`config.mk`:
```
export PLATFORM = sky130hd
export DESIGN_NAME = stopwatch_ctrl_dp
export DESIGN_NICKNAME = d
export VERILOG_FILES = /design/src/rtl/stopwatch_ctrl_dp.sv
export SDC_FILE = /design/constraint.sdc
export NUM_CORES = 1
export LEC_CHECK = 0
export BUFFER_PORTS_ARGS = -buffer_cell sky130_fd_sc_hd__buf_2
export CAP_MARGIN = 40
export CORE_ASPECT_RATIO = 0.75
export CORE_UTILIZATION = 50
export DETAILED_ROUTE_END_ITERATION = 16
export PLACE_DENSITY_LB_ADDON = 0.3
export SYNTH_ARGS = -nofsm -noshare
export SYNTH_HDL_FRONTEND = slang
export SYNTH_SLANG_ARGS = --single-unit
export TNS_END_PERCENT = 30
```
`constraint.sdc`:
```
create_clock -name clk -period 2.29 [get_ports clk]
set_input_delay 0.458 -clock clk [delete_from_list [all_inputs] [get_ports clk]]
set_output_delay 0.458 -clock clk [all_outputs]
set_load 0.01 [all_outputs]
```
`src/rtl/stopwatch_ctrl_dp.sv`:
```
// Stopwatch control FSM and binary hh:mm:ss.cc time datapath with a tick
// divider that pauses (not resets) while stopped and selectable count direction.
module stopwatch_ctrl_dp #(
    parameter int CLK_FREQ = 100_000_000,
    parameter int TICK_HZ  = 100
) (
    input  logic       clk,
    input  logic       rst,
    input  logic       i_run_stop,
    input  logic       i_clear,
    input  logic       i_up,
    input  logic       i_down,
    output logic [6:0] o_cc,
    output logic [5:0] o_sec,
    output logic [5:0] o_min,
    output logic [4:0] o_hour,
    output logic       o_run,
    output logic       o_dir
);

    localparam int DIV   = CLK_FREQ / TICK_HZ;
    localparam int DIV_W = (DIV > 1) ? $clog2(DIV) : 1;
    localparam logic [DIV_W-1:0] DIV_LAST = DIV_W'(DIV - 1);

    typedef enum logic [1:0] {
        S_STOP  = 2'd0,
        S_RUN   = 2'd1,
        S_CLEAR = 2'd2
    } state_t;

    state_t           state_q, state_d;
    logic [DIV_W-1:0] div_q, div_d;
    logic [6:0]       cc_q, cc_d;
    logic [5:0]       sec_q, sec_d;
    logic [5:0]       min_q, min_d;
    logic [4:0]       hour_q, hour_d;
    logic             run_q, run_d;
    logic             dir_q, dir_d;

    logic tick;
    logic cc_end, sec_end, min_end, hour_end;
    logic sec_adv, min_adv, hour_adv;

    // ---------------- control FSM ----------------
    always_ff @(posedge clk) begin
        if (rst) begin
            state_q <= S_STOP;
        end else begin
            state_q <= state_d;
        end
    end

    always_comb begin
        state_d = state_q;
        case (state_q)
            S_STOP: begin
                if (i_clear) begin
                    state_d = S_CLEAR;
                end else if (i_run_stop) begin
                    state_d = S_RUN;
                end
            end
            S_RUN: begin
                if (i_run_stop) begin
                    state_d = S_STOP;
                end
            end
            S_CLEAR: state_d = S_STOP;
            default: state_d = S_STOP;
        endcase
    end

    assign run_d = (state_d == S_RUN);

    // Simultaneous up/down pulses cancel and leave the direction as it was.
    always_comb begin
        dir_d = dir_q;
        if (i_up && !i_down) begin
            dir_d = 1'b0;
        end else if (i_down && !i_up) begin
            dir_d = 1'b1;
        end
    end

    // ---------------- tick divider ----------------
    assign tick = (state_q == S_RUN) && (div_q == DIV_LAST);

    always_comb begin
        div_d = div_q;
        if (state_q == S_CLEAR) begin
            div_d = '0;
        end else if (state_q == S_RUN) begin
            div_d = tick ? '0 : div_q + DIV_W'(1);
        end
    end

    // ---------------- time datapath ----------------
    // A field "ends" when its next step would wrap in the current direction.
    assign cc_end   = dir_q ? (cc_q == 7'd0)   : (cc_q == 7'd99);
    assign sec_end  = dir_q ? (sec_q == 6'd0)  : (sec_q == 6'd59);
    assign min_end  = dir_q ? (min_q == 6'd0)  : (min_q == 6'd59);
    assign hour_end = dir_q ? (hour_q == 5'd0) : (hour_q == 5'd23);

    assign sec_adv  = tick && cc_end;
    assign min_adv  = sec_adv && sec_end;
    assign hour_adv = min_adv && min_end;

    always_comb begin
        cc_d   = cc_q;
        sec_d  = sec_q;
        min_d  = min_q;
        hour_d = hour_q;
        if (state_q == S_CLEAR) begin
            cc_d   = '0;
            sec_d  = '0;
            min_d  = '0;
            hour_d = '0;
        end else begin
            if (tick) begin
                if (cc_end) begin
                    cc_d = dir_q ? 7'd99 : 7'd0;
                end else begin
                    cc_d = dir_q ? cc_q - 7'd1 : cc_q + 7'd1;
                end
            end
            if (sec_adv) begin
                if (sec_end) begin
                    sec_d = dir_q ? 6'd59 : 6'd0;
                end else begin
                    sec_d = dir_q ? sec_q - 6'd1 : sec_q + 6'd1;
                end
            end
            if (min_adv) begin
                if (min_end) begin
                    min_d = dir_q ? 6'd59 : 6'd0;
                end else begin
                    min_d = dir_q ? min_q - 6'd1 : min_q + 6'd1;
                end
            end
            if (hour_adv) begin
                if (hour_end) begin
                    hour_d = dir_q ? 5'd23 : 5'd0;
                end else begin
                    hour_d = dir_q ? hour_q - 5'd1 : hour_q + 5'd1;
                end
            end
        end
    end

    always_ff @(posedge clk) begin
        if (rst) begin
            div_q  <= '0;
            cc_q   <= '0;
            sec_q  <= '0;
            min_q  <= '0;
            hour_q <= '0;
            run_q  <= 1'b0;
            dir_q  <= 1'b0;
        end else begin
            div_q  <= div_d;
            cc_q   <= cc_d;
            sec_q  <= sec_d;
            min_q  <= min_d;
            hour_q <= hour_d;
            run_q  <= run_d;
            dir_q  <= dir_d;
        end
    end

    assign o_cc   = cc_q;
    assign o_sec  = sec_q;
    assign o_min  = min_q;
    assign o_hour = hour_q;
    assign o_run  = run_q;
    assign o_dir  = dir_q;

endmodule

```
After elaboration in Yosys (flattened, before gate mapping)

Cells that the tools add are included.

Add/subtract/negate cells: 9
Equal/unequal tests: 8
Multiplexer cells: 20
Reduce and logical (&&, ||, !) cells: 15

Operator list:

| cell                  | number |
|---|---|
| $mux 6                | 5 |
| $mux 7                | 3 |
| $add 20x1->20 const B | 1 |
| $eq 20x20->1 const B  | 1 |
| $mux 20               | 1 |
| $mux 5                | 3 |
| $add 6x1->6 const B   | 2 |
| $eq 6x6->1 const B    | 2 |
| $logic_not 6->1       | 2 |
| $sub 6x1->6 const B   | 2 |
| $add 7x1->7 const B   | 1 |
| $eq 7x7->1 const B    | 1 |
| $logic_not 7->1       | 1 |
| $sub 7x1->7 const B   | 1 |
| $logic_and 1x1->1     | 6 |
| $mux 2                | 3 |
| $add 5x1->5 const B   | 1 |
| $eq 5x5->1 const B    | 1 |
| $logic_not 5->1       | 1 |
| $sub 5x1->5 const B   | 1 |
| $eq 2x1->1 const B    | 2 |
| $mux 1                | 4 |
| $pmux 2 s2            | 1 |
| $reduce_or 2->1       | 2 |
| 3 further kinds       | 4 |

Register bits after elaboration: 48
Bits of input ports: 6
Output and inout bits: 26
Logic and storage cells: 60

Logic depth before layout (Yosys ltp)

Gate-level depths: netlist of the first run.

Depth in word-level cells: 5
Depth in mapped cells: 9
Gate-level depth less buffers: 8

Worst setup path before layout of the first run

No wires, ideal clock.

Path type: flip-flop to flip-flop
From: register dir_q, in the netlist o_dir
To: register hour_q[3], in the netlist o_hour[3]
Library setup time: 0.070 ns
Arrival time: 2.505 ns
Data required time: 2.220 ns
Setup slack: -0.285 ns
Stages on the path, launching flop included: 8
Path buffers: 1
Cell sequence: dfxtp_1 > buf_6 > nor4b_4 > mux2i_1 > nor4_4 > nand3_4 > or3_1 > a21oi_1

Word-level cells in the longest chain between the ends: 4
Elaborated cells between the ends (all ways): 9
Those cells by class: mux: 6; reduce/logical: 3

RTL lines:

| what                   | line | text |
|---|---|---|
| from (decl)            | 38   | `logic dir_q, dir_d;` |
| from (signal assigned) | 166  | `dir_q <= dir_d;` |
| $mux 1                 | 99   | `assign cc_end = dir_q ? (cc_q == 7'd0) : (cc_q == 7'd99);` |
| $logic_and 1x1->1      | 104  | `assign sec_adv = tick && cc_end;` |
| $logic_and 1x1->1      | 105  | `assign min_adv = sec_adv && sec_end;` |
| $logic_and 1x1->1      | 106  | `assign hour_adv = min_adv && min_end;` |
| to (signal assigned)   | 164  | `hour_q <= hour_d;` |
| to (decl)              | 36   | `logic [4:0] hour_q, hour_d;` |

Several ways; a longest one is shown, not always the timed one.
A chain may end at the register's enable or synchronous reset.

Final worst setup path of the first run

From: register min_q[1], in the netlist o_min[1]
To: register hour_q[3], in the netlist o_hour[3]

Word-level cells in the longest chain between the ends: 3
Elaborated cells between the ends (all ways): 4
Those cells by class: eq/ne: 1; mux: 1; reduce/logical: 2

RTL lines:

| what                                          | line | text |
|---|---|---|
| from (decl)                                   | 35   | `logic [5:0] min_q, min_d;` |
| from (signal assigned)                        | 163  | `min_q <= min_d;` |
| $eq 6x6->1 or $logic_not 6->1 (tied branches) | 101  | `assign min_end = dir_q ? (min_q == 6'd0) : (min_q == 6'd59);` |
| $mux 1 *                                      | 101  |  |
| $logic_and 1x1->1 *                           | 106  |  |

Every way passes the cells marked *; elsewhere a longest branch is shown, timed or not.

==> flow_metrics.env, run 1 <==
export IMPL_p_sw_frac=0.2395
export IMPL_power_density_mw_per_mm2=464.4
export IMPL_max_stage_delay_ns=0.52
export IMPL_post_drt_wl_per_cell_um=13.11
export IMPL_num_io_pins=32
export IMPL_layout_common_cells="52 x nor2_1, 47 x dfxtp_1, 31 x buf_2"
export IMPL_drv_cap=0
export IMPL_async_flop_share=0
export IMPL_cts_root_buf="clkbuf_8"
export IMPL_status="complete, no violations"
export IMPL_cp_max_fo=6
export IMPL_vias_per_cell=5.336
export IMPL_critPathRequiredTime_ns=2.53
export IMPL_slew_headroom=0.6163
export IMPL_fp_coreArea_mm2=0.005410
export IMPL_ys_ff_latch=48
export IMPL_cp_start_kind="register"
export IMPL_fin_crit_ns=2.154
export IMPL_synth_cell_type_count=51
export IMPL_post_cts_setup_buffers=0
export IMPL_gp_congestion=0.8229
export IMPL_tightest_slew_ns=0.5682
export IMPL_synth_edf_count=0
export IMPL_p_clk_frac=0.348
export IMPL_final_setup_skew_ns=0.009572
export IMPL_n_fill_cell=494
export IMPL_clk_pin_slew_ns=0.08
export IMPL_p_seq_frac=0.568
export IMPL_drive_gt1_frac=0.1791
export IMPL_cts_buffers=5
export IMPL_grt_overflow=0
export IMPL_synth_cell_area_mm2=0.002845
export IMPL_avgSynthCellArea_um2=8.782
export IMPL_finalHoldViolCount=0
export IMPL_combPwrFrac=0.084
export IMPL_grt_pass1_vias=2009
export IMPL_rows=23
export IMPL_drt_wl_total_um=5740
export IMPL_grt_max_degree=21
export IMPL_placedCellCount=430
export IMPL_syn_num_nets=351
export IMPL_max_freq_ghz=0.4642
export IMPL_hold_path_class="input pin to register"
export IMPL_ys_seq_area_frac=0.3377
export IMPL_num_vias=2337
export IMPL_final_max_slew_viol_count=0
export IMPL_dr_first_iter_drc_count=57
export IMPL_internal_power_uw=1138
export IMPL_whs_path_depth=2
export IMPL_dp_hpwl_um=4265
export IMPL_power_leakage_uw=0.001467
export IMPL_rr_worst_depth=6
export IMPL_layout_cells_most_common="nor2_1"
export IMPL_htree_levels=2
export IMPL_die_area_mm2=0.005999
export IMPL_crit_buf_inv=0
export IMPL_tns_ns=0
export IMPL_critPathCaptureType="register"
export IMPL_synth_top_area_share=0.3377
export IMPL_post_route_period_util=0.9406
export IMPL_stdcell_count=438
export IMPL_ys_warn_count=0
export IMPL_die_h_um=67.33
export IMPL_cp_depth=6
export IMPL_p_switching_uw=358.3
export IMPL_cts_sinks=48
export IMPL_critPathTopFamily="simple AND/OR/NAND/NOR gates"
export IMPL_peakVddDrop_mv=0.3325
export IMPL_first_pass_iters=4
export IMPL_synth_cells=324
export IMPL_antenna_found_initial=0
export IMPL_grt_setup_unrepaired="yes"
export IMPL_crit_slowest_cell="or4_1"
export IMPL_placement_io_buffers=31
export IMPL_path_class="register to register"
export IMPL_cts_tree="yes"
export IMPL_hold_slack_ns=0.4186
export IMPL_postLayoutCoreUtil=0.5955
export IMPL_ys_flop_type="dfxtp_1"
export IMPL_setup_violations_final=0
export IMPL_synthTopCellsByArea="dfxtp_1 34%, ha_1 7.5%, xor2_1 7.1%, nor2_1 6.9%, xnor2_1 4.6%"
export IMPL_n_antenna_cell=0
export IMPL_syn2layout_area_growth_pct=13.24
export IMPL_drc=0
export IMPL_initial_core_util=0.5259
export IMPL_cp_arrival_ns=2.39
export IMPL_cts_path_max_buffers=2
export IMPL_yosys_area_top_type="dfxtp_1"
export IMPL_grt_use_total=0.2088
export IMPL_insertion_delay_ns=0.30
export IMPL_grt_pass1_wl_um=9473
export IMPL_ant_nets=0
export IMPL_fp_dieW_um=89.11
export IMPL_crit_chain="or4_1 -> or4_4 -> nand2_2 -> nand3_4 -> or3_1 -> a21oi_1"
export IMPL_final_nets=389
==> power groups by stage <==
stage               Combinational [uW]  Clock (uW)  Sequential [uW]
floorplan                         89.9           0              868
finish                             125         521              850
detailed placement                 123           0              870
global placement                   121           0              870
CTS                                124         532              850
global route                       142         570              852
==> cells in the mapped netlist (6+ instances only) <==
cell type	count
xnor2_1	15
a21o_1	6
inv_1	12
nand2_1	19
xor2_1	23
nor2_1	52
ha_1	17
dfxtp_1	48
nand3_1	8
mux2i_1	7
o21ai_0	16
a21oi_1	15
clkbuf_1	6
nand4_1	7
==> flip-flops by register name (all words and copies together), names as in the netlist <==
signal	count
div_q	20
o_cc	7
o_dir	1
o_hour	5
o_min	6
o_run	1
o_sec	6
state_q	2
==> layout make-up <==
type                            count  area [um^2]  share of cell area
Clock buffer                        7        86.33             0.02680
Clock inverter                      1        6.256            0.001942
Inverter                           12        45.04             0.01398
Multi-Input combinational cell    254         1795              0.5573
Sequential cell                    48        964.7              0.2994
Tap cell                           75        93.84             0.02913
Timing Repair Buffer               41        230.2             0.07146
==> kinds of logic after synthesis <==
family	count (synthesis)	synth area share
DFF	48	0.3377
xor gates and xnor gates	38	0.1170
muxes	7	0.02463
AOI/OAI and AO/OA	61	0.1398
adders and majority gates	22	0.1064
and+or+nand+nor	126	0.2406
buffers and inverters	22	0.03386
==> path summary, 6_finish.rpt <==
| check | slack (ns) | end | from |
|---|---|---|---|
| worst min-delay path | 0.42 | o_dir | rst |
| worst max-delay path | 0.14 | o_hour[3] | o_min[1] |
| worst min register to register | 0.52 | o_hour[3] | o_hour[3] |
| worst max register to register | 0.14 | o_hour[3] | o_min[1] |
==> what timing repair did <==
action / 4_1_cts / 5_1_grt
hold buffers: 0 / 0
endpoints found under the setup margin: 0 / 4
resized for setup: 0 / 3
==> metal layers <==
layer	global-route usage	vias up	wire, um
li1	-	1220	-
met1	0.3121	1074	3226
met2	0.2853	35	2228
met3	0.05134	8	179
met4	0.07738	0	104
met5	0	-	0
==> through the flow <==
stage	setup WS (ns)	total power (uW)	instance area (um^2)
2_1_floorplan	0.02211	957.5	2849
3_5_place_dp	0.1024	993.8	3122
4_1_cts	0.07739	1507	3214
3_3_place_gp	0.1657	991.0	3122
5_1_grt	-0.00009193	1564	3222
6_report	0.1359	1496	3222
Note: power is estimated with default switching activity, not from simulation.
==> run 2, diff against run 1 <==
--- a/config.mk
+++ b/config.mk
@@ -8,4 +8,5 @@
 export BUFFER_PORTS_ARGS = -buffer_cell sky130_fd_sc_hd__buf_2
-export CAP_MARGIN = 40
+export CAP_MARGIN = 20
 export CORE_ASPECT_RATIO = 0.75
+export CORE_MARGIN = 1
 export CORE_UTILIZATION = 50
==> constraint.sdc (replaced) <==
create_clock -name clk -period 2.29 [get_ports clk]
set_input_delay 0 -clock clk [delete_from_list [all_inputs] [get_ports clk]]
set_output_delay 0 -clock clk [all_outputs]
set_load 0.01 [all_outputs]
==> flow_metrics.env, run 2 (same netlist as run 1, synthesis figures left out) <==
export IMPL_drt_wl_total_um=5713
export IMPL_critPathRequiredTime_ns=2.53
export IMPL_antenna_found_initial=0
export IMPL_cts_sinks=48
export IMPL_grt_overflow=0
export IMPL_peakVddDrop_mv=0.3387
export IMPL_num_vias=2331
export IMPL_crit_chain="or4_1 -> or4_4 -> nand2_1 -> nand3_4 -> or3_1 -> a21oi_1"
export IMPL_setup_violations_final=0
export IMPL_largest_reg_flops=20
export IMPL_cp_endpoint="o_hour[3]"
export IMPL_p_clk_frac=0.397
export IMPL_status="complete, no violations"
export IMPL_max_freq_ghz=0.4614
export IMPL_fp_coreArea_mm2=0.005410
export IMPL_drive_gt1_frac=0.1753
export IMPL_fin_crit_ns=2.167
export IMPL_combPwrFrac=0.078
export IMPL_critPathCaptureType="register"
export IMPL_grt_setup_unrepaired="no"
export IMPL_drv_cap=0
export IMPL_final_nets=391
export IMPL_rr_worst_depth=6
export IMPL_grt_pass1_wl_um=9370
export IMPL_crit_buf_inv=0
export IMPL_r2r_end="o_hour[3]"
export IMPL_multi_input_area_mm2=0.001793
export IMPL_seq_area_um2=964.7
export IMPL_p_sw_frac=0.2277
export IMPL_num_io_pins=32
export IMPL_n_antenna_cell=0
export IMPL_dr_first_iter_drc_count=78
export IMPL_crit_slowest_cell="or4_1"
export IMPL_syn2layout_area_growth_pct=14.95
export IMPL_cp_arrival_ns=2.41
export IMPL_cts_path_max_buffers=2
export IMPL_p_switching_uw=368.5
export IMPL_final_setup_skew_ns=0.006853
export IMPL_die_h_um=67.33
export IMPL_layout_common_cells="52 x nor2_1, 47 x dfxtp_1, 31 x buf_2"
export IMPL_top_register="div_q"
export IMPL_path_class="register to register"
export IMPL_power_density_mw_per_mm2=494.8
export IMPL_post_cts_setup_buffers=0
export IMPL_drc=0
export IMPL_dp_hpwl_um=4235
export IMPL_vias_per_cell=5.298
export IMPL_cts_root_buf="clkbuf_8"
export IMPL_first_pass_iters=4
export IMPL_p_seq_frac=0.526
export IMPL_internal_power_uw=1250
export IMPL_hold_path_class="input pin to register"
export IMPL_grt_max_degree=21
export IMPL_cts_tree="yes"
export IMPL_post_route_period_util=0.9465
export IMPL_cp_max_fo=6
export IMPL_rrSetupSlack_ns=0.12
export IMPL_cp_start_kind="register"
export IMPL_tns_ns=0
export IMPL_crit_start="o_min[1]"
export IMPL_fp_dieW_um=89.11
export IMPL_initial_core_util=0.5259
export IMPL_cts_buffers=5
export IMPL_htree_levels=2
export IMPL_grt_pass1_vias=2027
export IMPL_placement_io_buffers=31
export IMPL_insertion_delay_ns=0.30
export IMPL_clk_pin_slew_ns=0.09
export IMPL_total_power_uw=1618
export IMPL_max_stage_delay_ns=0.51
export IMPL_final_max_slew_viol_count=0
export IMPL_critPathTopFamily="simple AND/OR/NAND/NOR gates"
export IMPL_grt_use_total=0.2059
export IMPL_tightest_slew_ns=0.7965
export IMPL_ant_nets=0
export IMPL_die_area_mm2=0.005999
export IMPL_finalHoldViolCount=0
export IMPL_timing_rr_start="o_min[1]"
export IMPL_post_drt_wl_per_cell_um=12.98
export IMPL_n_fill_cell=499
export IMPL_slew_headroom=0.4670
export IMPL_gp_congestion=0.8259
export IMPL_layout_cells_most_common="nor2_1"
export IMPL_power_leakage_uw=0.001488
export IMPL_cp_depth=6
export IMPL_rows=23
run 2: how the worst min path moves through the flow:
stage / from / end / slack, ns / depth (start not counted)
after detailed placement: rst / o_dir / 0.27 / 2
after global placement: rst / o_dir / 0.27 / 2
after global routing: i_run_stop / state_q[0] / 0.05 / 3
after CTS: i_run_stop / state_q[0] / 0.02 / 3
final: i_run_stop / state_q[0] / 0.03 / 3
after floorplan: i_clear / state_q[1] / 0.17 / 1
run 2: layout make-up:
| class | instances | area share |
|---|---|---|
| flip-flops and latches | 48 | 0.2949 |
| clock buffers | 6 | 0.02525 |
| multi-input cells | 254 | 0.5482 |
| inverters | 12 | 0.01377 |
| clock inverters | 2 | 0.01186 |
| repair buffers | 43 | 0.07728 |
| well taps | 75 | 0.02869 |
run 2: power by group through the flow:
| stage | Combinational, uW | Sequential [uW] | Clock, uW |
|---|---|---|---|
| final | 126 | 851 | 642 |
| after global routing | 141 | 853 | 698 |
| after global placement | 120 | 870 | 0 |
| after floorplan | 89.9 | 868 | 0 |
| after detailed placement | 121 | 870 | 0 |
| after CTS | 126 | 851 | 657 |
run 2: per-stage QoR:
stage                     setup WS (ns)  utilization  hold WS, ns  instances  area (um^2)
after floorplan                 0.02211            -       0.1722        324         2849
after global placement           0.1700       0.5756       0.2685        429         3114
after detailed placement         0.1220       0.5756       0.2718        429         3114
after CTS                        0.1103       0.6036      0.01856        440         3266
after global routing            0.02883       0.6045      0.05149        440         3271
final                            0.1225       0.6045      0.02562        440         3271
run 2: what timing repair did:
item / in CTS / in global routing
endpoints found under the hold margin: 6 / 0
hold buffers: 3 / 0
endpoints found under the setup margin: 0 / 5
resized for setup: 0 / 2
run 2: worst register-to-register path, cell delays in order, from the launching register on:
cell and delay, ns:
dfxtp_1 0.35, or4_1 0.51, or4_4 0.45, nand2_1 0.15, nand3_4 0.14, or3_1 0.39, a21oi_1 0.13
run 2: layer usage:
metal  share of wire  vias to the layer above  global-route usage
met1            0.55                     1056              0.3097
li1                -                     1227                   -
met4          0.0089                        0             0.06746
met3           0.042                        5             0.04279
met5               0                        -                   0
met2            0.40                       43              0.2901
==> run 3, diff against run 2 <==
- clock period: 2.29 -> 1.8 ns (I/O delays scaled with it)
==> flow_metrics.env, run 3 (same netlist as run 1, synthesis figures left out) <==
export IMPL_status="complete, but fails checks"
export IMPL_violations="setup timing"
export IMPL_clk_pin_slew_ns=0.09
export IMPL_cp_arrival_ns=2.24
export IMPL_fp_coreArea_mm2=0.005410
export IMPL_max_stage_delay_ns=0.42
export IMPL_crit_chain="inv_1 -> fa_1 -> nand2b_1 -> a21oi_2 -> o22ai_1 -> xnor2_1 -> o21ai_1 -> a31oi_1"
export IMPL_rows=23
export IMPL_final_nets=464
export IMPL_path_class="register to register"
export IMPL_grt_overflow=0
export IMPL_power_leakage_uw=0.001882
export IMPL_grt_max_degree=18
export IMPL_cts_buffers=5
export IMPL_htree_levels=2
export IMPL_max_freq_ghz=0.4953
export IMPL_vias_per_cell=5.452
export IMPL_cts_path_max_buffers=2
export IMPL_hold_slack_ns=0.02703
export IMPL_whs_path_depth=3
export IMPL_drive_gt1_frac=0.3881
export IMPL_post_route_period_util=1.122
export IMPL_antenna_found_initial=0
export IMPL_finalHoldViolCount=0
export IMPL_cts_tree="yes"
export IMPL_cp_max_fo=5
export IMPL_post_drt_wl_per_cell_um=15.12
export IMPL_cts_sinks=48
export IMPL_final_setup_skew_ns=0.005653
export IMPL_drv_cap=0
export IMPL_drt_wl_total_um=7756
export IMPL_placement_io_buffers=31
export IMPL_cts_root_buf="clkbuf_8"
export IMPL_ant_nets=0
export IMPL_crit_slowest_cell="dfxtp_2"
export IMPL_rr_worst_depth=8
export IMPL_n_fill_cell=382
export IMPL_final_max_slew_viol_count=0
export IMPL_die_h_um=67.33
export IMPL_grt_use_total=0.2533
export IMPL_drc=0
export IMPL_dr_first_iter_drc_count=187
export IMPL_dp_hpwl_um=5258
export IMPL_num_io_pins=32
export IMPL_layout_common_cells="78 x buf_4, 50 x nor2_1, 42 x dfxtp_1"
export IMPL_first_pass_iters=4
export IMPL_multi_input_area_mm2=0.001997
export IMPL_grt_pass1_wl_um=11510
export IMPL_setup_violations_final=14
export IMPL_n_antenna_cell=0
export IMPL_slew_headroom=0.6274
export IMPL_hold_path_class="input pin to register"
export IMPL_stdcell_count=513
export IMPL_grt_pass1_vias=2477
export IMPL_fin_area_mm2=0.004048
export IMPL_peakVddDrop_mv=0.3399
export IMPL_die_area_mm2=0.005999
export IMPL_gp_congestion=0.8600
export IMPL_critPathCaptureType="register"
export IMPL_initial_core_util=0.5259
export IMPL_fin_crit_ns=2.019
export IMPL_place_area_mm2=0.003649
export IMPL_grt_setup_unrepaired="yes"
export IMPL_tightest_slew_ns=0.5516
export IMPL_num_vias=2797
export IMPL_cp_start_kind="register"
export IMPL_seq_area_um2=970.9
export IMPL_syn2layout_area_growth_pct=42.26
export IMPL_insertion_delay_ns=0.30
export IMPL_critPathRequiredTime_ns=2.02
export IMPL_layout_cells_most_common="buf_4"
export IMPL_power_density_mw_per_mm2=518.4
export IMPL_final_setup_worst_slack_ns=-0.2189
export IMPL_fp_dieW_um=89.11
export IMPL_top_register="div_q"
export IMPL_placedCellCount=497
export IMPL_largest_reg_flops=20
run 3: layout make-up:
type	count	share of cell area
flip-flops and latches	48	0.2399
repair buffers	116	0.2059
well taps	75	0.02318
multi-input cells	254	0.4934
clock inverters	2	0.008655
clock buffers	6	0.01793
inverters	12	0.01113
run 3: power by group:
group	switching [uW]	internal [uW]
Combinational	129	118
Sequential	5.47	1070
Clock	365	413
Total	499	1600
run 3: worst paths after layout:
check                           startpoint         end  slack, ns
worst max-delay path               o_cc[1]     o_cc[6]      -0.22
worst min-delay path            i_run_stop  state_q[0]       0.03
worst max register to register     o_cc[1]     o_cc[6]      -0.22
worst min register to register   div_q[18]   div_q[18]       0.53
run 3: through the flow:
| step | setup WS (ns) | total power, uW | TNS [ns] | util |
|---|---|---|---|---|
| after CTS | -0.1483 | 2073 | -0.8801 | 0.7204 |
| after floorplan | -0.4188 | 1219 | -7.269 | - |
| after detailed placement | -0.2028 | 1302 | -5.434 | 0.6744 |
| final | -0.2189 | 2098 | -1.387 | 0.7482 |
| after global routing | -0.2934 | 2177 | -2.882 | 0.7482 |
| after global placement | -0.1399 | 1296 | -2.847 | 0.6744 |
run 3: per-layer routing:
metal | share of wire | GRT usage
met1 | 0.45 | 0.3563
met3 | 0.054 | 0.04523
met2 | 0.48 | 0.3969
met4 | 0.021 | 0.07540
met5 | 0 | 0
run 3: timing repair:
action | CTS | global route
pin swaps | 10 | 11
endpoints found under the setup margin | 40 | 40
endpoints found under the hold margin | 6 | 0
resized for setup | 26 | 29
setup buffers | 4 | 2
hold buffers | 3 | 0
run 3: worst max-delay path: cells and delay by family (launching register included):
family | cells | cell delay, ns
xor+xnor | 1 | 0.19
simple gates | 1 | 0.20
compound gates | 4 | 0.63
flops | 1 | 0.42
buf+inv | 1 | 0.10
fa+ha+maj | 1 | 0.40
